### config.mk
export PLATFORM = sky130hd
export DESIGN_NAME = response_misr
export DESIGN_NICKNAME = d
export VERILOG_FILES = /design/src/rtl/response_misr.sv
export SDC_FILE = /design/constraint.sdc
export NUM_CORES = 1
export LEC_CHECK = 0
export ABC_AREA = 1
export CAP_MARGIN = 20
export CORE_ASPECT_RATIO = 1.4
export CORE_MARGIN = 2
export CORE_UTILIZATION = 45
export CTS_CLUSTER_DIAMETER = 150
export DETAILED_ROUTE_END_ITERATION = 8
export GPL_ROUTABILITY_DRIVEN = 0
export PLACE_DENSITY = 0.74
export SLEW_MARGIN = 20
export SYNTH_ARGS = -nofsm -noshare
export SYNTH_HDL_FRONTEND = slang
export SYNTH_SLANG_ARGS = --single-unit
export TNS_END_PERCENT = 30
### constraint.sdc
create_clock -name clk -period 1.6 [get_ports clk]
set_input_delay 0.32 -clock clk [delete_from_list [all_inputs] [get_ports clk]]
set_output_delay 0.32 -clock clk [all_outputs]
set_load 0.01 [all_outputs]
### src/rtl/response_misr.sv
// Response compactor: folds valid samples of a benchmark output vector into a MISR
// over a programmable window and compares against a golden signature.
// Optional build macro MISR_STICKY_EN makes the mismatch flag sticky until reset.
module response_misr #(
  parameter int                 WIDTH = 11,
  parameter logic [WIDTH-1:0]   POLY  = WIDTH'(5),
  parameter int                 CNT_W = 16
) (
  input  logic             clk,
  input  logic             reset,
  input  logic             start,
  input  logic [CNT_W-1:0] window_len,
  input  logic [WIDTH-1:0] golden,
  input  logic             resp_valid,
  input  logic [WIDTH-1:0] resp,
  output logic             busy,
  output logic             done,
  output logic [WIDTH-1:0] signature,
  output logic             mismatch
);

  typedef enum logic [1:0] {
    IDLE = 2'd0,
    RUN  = 2'd1,
    DONE = 2'd2
  } state_t;

  state_t           state, state_nxt;
  logic [CNT_W-1:0] cnt;
  logic [CNT_W-1:0] len;
  logic [WIDTH-1:0] sig_nxt;
  logic             accept;
  logic             last_smp;

  function automatic logic [WIDTH-1:0] misr_step(input logic [WIDTH-1:0] s,
                                                 input logic [WIDTH-1:0] r);
    return {s[WIDTH-2:0], 1'b0} ^ (POLY & {WIDTH{s[WIDTH-1]}}) ^ r;
  endfunction

  // Combine a fresh compare result with the previous flag value.
  function automatic logic merge_flag(input logic prev, input logic fail);
`ifdef MISR_STICKY_EN
    return prev | fail;
`else
    return fail;
`endif
  endfunction

  // Flag value on an accepted start of a non-empty window.
  function automatic logic start_flag(input logic prev);
`ifdef MISR_STICKY_EN
    return prev;
`else
    return 1'b0 & prev;
`endif
  endfunction

  assign sig_nxt  = misr_step(signature, resp);
  assign accept   = (state == RUN) && resp_valid;
  // cnt < len always holds in RUN, so cnt+1 never wraps even for len = 2^CNT_W-1.
  assign last_smp = accept && ((cnt + CNT_W'(1)) == len);

  always_ff @(posedge clk) begin
    if (!reset) begin
      state <= IDLE;
    end else begin
      state <= state_nxt;
    end
  end

  always_comb begin
    state_nxt = state;
    case (state)
      IDLE: begin
        if (start) begin
          state_nxt = (window_len == '0) ? DONE : RUN;
        end
      end
      RUN: begin
        if (last_smp) begin
          state_nxt = DONE;
        end
      end
      DONE:    state_nxt = IDLE;
      default: state_nxt = IDLE;
    endcase
  end

  always_comb begin
    busy = (state == RUN);
    done = (state == DONE);
  end

  always_ff @(posedge clk) begin
    if (!reset) begin
      signature <= '0;
      cnt       <= '0;
      len       <= '0;
      mismatch  <= 1'b0;
    end else begin
      case (state)
        IDLE: begin
          if (start) begin
            signature <= '0;
            cnt       <= '0;
            len       <= window_len;
            if (window_len == '0) begin
              mismatch <= merge_flag(mismatch, golden != '0);
            end else begin
              mismatch <= start_flag(mismatch);
            end
          end
        end
        RUN: begin
          if (accept) begin
            signature <= sig_nxt;
            cnt       <= cnt + CNT_W'(1);
            if (last_smp) begin
              mismatch <= merge_flag(mismatch, sig_nxt != golden);
            end
          end
        end
        default: begin
        end
      endcase
    end
  end

endmodule

==> results.tsv <==
metric	value	unit
fin. max-slew vios	0	
DP Area	3790	µm²
mux share of post-synthesis cell area	0	
cells along the critical path	ha_4, nand2_4, nor2_4, nand3_2, nand3_2, nand2_1, nor2_1, nand2_1, nor2_2, nand3_2, nand2_4, nand3_2, nand2_1, nor2_1	
Clk network pwr share	0.306	
Die ar.	6660	µm²
Final WS setup	-0.267	ns
largest family of logic cells by synthesized area	simple AND/OR/NAND/NOR gates	
vias per std cell	5.18	
Compound-Gate Fraction of Synth Area	0.141	
Startpoint Class	register	
pin count of the biggest net entering global routing	29	
worst stage delay on the critical path	0.39	ns
Setup TNS	-0.762	ns
Yosys top cell by area	dfxtp_1	
initial antenna violation count	0	
synthesized flop and latch total	46	
Area Overhead vs Synth	51.2	%
Yosys cell types	30	
share of layout cells above drive strength 1	0.234	
actual slew at the worst max-slew pin	0.301	ns
die height	95.7	µm
Net Switching	0.000869	W
worst vdd ir	0.423	mV
Placement Setup Slack	-0.372	ns
WL/cell	14.0	µm
Util after Layout	0.703	
failing checks	negative setup slack	
number of diodes	0	
num ports	56	
Yosys top cell area share	0.340	
XOR/XNOR Fraction of Synth Area	0.0768	
core area	5820	µm²
Routed WL	8480	µm
Logic pwr share	0.261	
initial DRC count	174	
gr usage total	0.259	
CTS sink count	46	
sequential cell area fraction in the yosys report	0.340	
CTS tree	yes	
Antenna Nets Post-Route	0	
post-DP HPWL	6270	µm
Seq pwr share	0.433	
Core Rows	33	
Tcrit/Tclk final	1.17	
syn_area_per_cell	6.47	µm²
routed via count	3148	
synth warn	0	
hold_ws	0.475	ns
H-tree Lvls	2	
Post-route DRC	0	
Worst path top cell family by delay	simple AND/OR/NAND/NOR gates	
clk slew on worst S/H paths	0.10	ns
Clock Tree Buf Depth	2	
synth top area cells	dfxtp_1, nand2_1, a21oi_1	
die width	69.5	µm
Leakage	1.75	nW
switch share	0.297	
CP max-delay cell	dfxtp_4	
DRT Pass-1 Iters	4	
Final Hold Violating Endpoints	0	
final setup fails	3	
Max-cap violations	0	
skew final	0.00871	ns
Max Clk Rate	536	MHz
Critical Path AT	2.08	ns
global-route wire length before repair	13600	µm
syn_nets	461	
fill count	483	
clock root buffer	clkbuf_8	
post-route minimum period	1.87	ns
PD cells	716	nW/µm²
CP Data Required Time	1.81	ns
CTS Buf Count	5	
Post-Synthesis Cells	418	
critical setup path kind	register to register	
total congestion overflow	0	
Synth Area in Simple Gates	0.361	
# hold bufs at CTS	0	
adder-cell share of the synthesized area	0.00463	
relative slew slack	0.798	
nets	580	
Initial Util	0.465	
outcome	finished with violations	
Crit. End Element	register	
Port Buffers	55	
vias in the first global route	3138	
cell mode on critical path	nand3_2	
Cell Area, Synth	2710	µm²
Clk Latency, worst-skew pair	0.31	ns
internal power	0.00206	W
HP Class	register to register	
Bufs and invs on worst path	0	
Design Area, Final	4090	µm²
critical path peak fanout	6	
RSZ-0062 raised after global routing	yes	
tightest hold or removal path, delay by kind of cell (launching register included):
family                 cells  cell delay, ns
flip-flops                 1            0.32
AO/OA/AOI/OAI              1            0.05
buffers and inverters      1            0.06
placed cells by master (no fill, tap or decap), drive strengths merged:
master / instances
o211ai: 1
clkinvlp: 1
clkdlybuf4s50: 49
dfxtp: 46
nand3b: 2
nand2: 117
a21oi: 39
and2: 2
inv: 42
o21ai: 30
dlygate4sd2: 3
or2: 4
a211oi: 1
xor2: 13
nand4: 8
o21bai: 1
clkbuf: 6
xnor2: 8
and3: 1
nor2: 46
ha: 1
o211a: 1
buf: 69
dlymetal6s2s: 3
nor4: 4
nand3: 38
xor3: 1
bufinv: 1
Yosys cell counts:
cell,number
nand2_1,114
dfxtp_1,46
inv_1,40
a21oi_1,39
nor2_1,39
nand3_1,37
o21ai_0,30
xor2_1,13
clkbuf_1,8
nand4_1,8
xnor2_1,8
nor2_2,5
nor4_1,4
or2_2,4
buf_2,3
nand2_2,3
inv_2,2
nand3b_1,2
nor2_4,2
a211oi_1,1
and2_0,1
and2_1,1
and3_1,1
buf_1,1
ha_1,1
nand3_2,1
o211a_1,1
o211ai_1,1
o21bai_2,1
xor3_1,1
cells by family (layout without fill, tap and decap cells):
group,after synthesis,in the layout
AND/OR/NAND/NOR,222,222
flip-flops,46,46
XOR/XNOR,22,22
buffers and inverters,54,174
AO/OA/AOI/OAI,73,73
adder cells (fa/ha/maj),1,1
through the flow:
step,power [W],cells
after CTS,0.00290,600
after floorplan,0.00165,418
final,0.00293,608
after detailed placement,0.00204,592
after global placement,0.00203,592
after global routing,0.00307,608
final timing paths:
| path | endpoint | startpoint | slack (ns) | cells after the start |
|---|---|---|---|---|
| min | len[3] | len[3] | 0.47 | 2 |
| max | mismatch | cnt[0] | -0.27 | 14 |
| min reg2reg | len[3] | len[3] | 0.47 | 2 |
| max reg2reg | mismatch | cnt[0] | -0.27 | 14 |
routing by layer:
metal | wire length, µm | GRT usage | up-vias
li1 | - | - | 1591
met1 | 3090 | 0.249 | 1438
met2 | 4750 | 0.521 | 99
met3 | 422 | 0.0429 | 20
met4 | 221 | 0.137 | 0
met5 | 0 | 0 | -
sequential cells by signal, summed over array words and instances (netlist names):
signal	flops
mismatch	1
cnt	16
state	2
len	16
signature	11
power by group through the flow:
stage | logic [W] | clock network [W] | registers [W]
after detailed placement | 0.000739 | 0 | 0.00130
after floorplan | 0.000356 | 0 | 0.00130
after global routing | 0.000838 | 0.000952 | 0.00128
final | 0.000763 | 0.000898 | 0.00127
after CTS | 0.000739 | 0.000895 | 0.00127
after global placement | 0.000732 | 0 | 0.00130
final cells by class:
cell class | instances | area [µm²] | share of cell area
tap | 70 | 87.6 | 0.0214
timing repair buffer | 124 | 1080 | 0.265
clock buffer | 6 | 72.6 | 0.0177
sequential | 46 | 951 | 0.232
inverter | 42 | 160 | 0.0391
clock inverter | 2 | 37.5 | 0.00917
multi-input combinational | 318 | 1700 | 0.415
repair_timing:
action	in CTS	in global routing
pin swaps	2	15
gates resized for setup	17	29
setup endpoints to repair	7	19
buffers inserted	0	8
No activity file was read; power rests on OpenSTA's default activity.
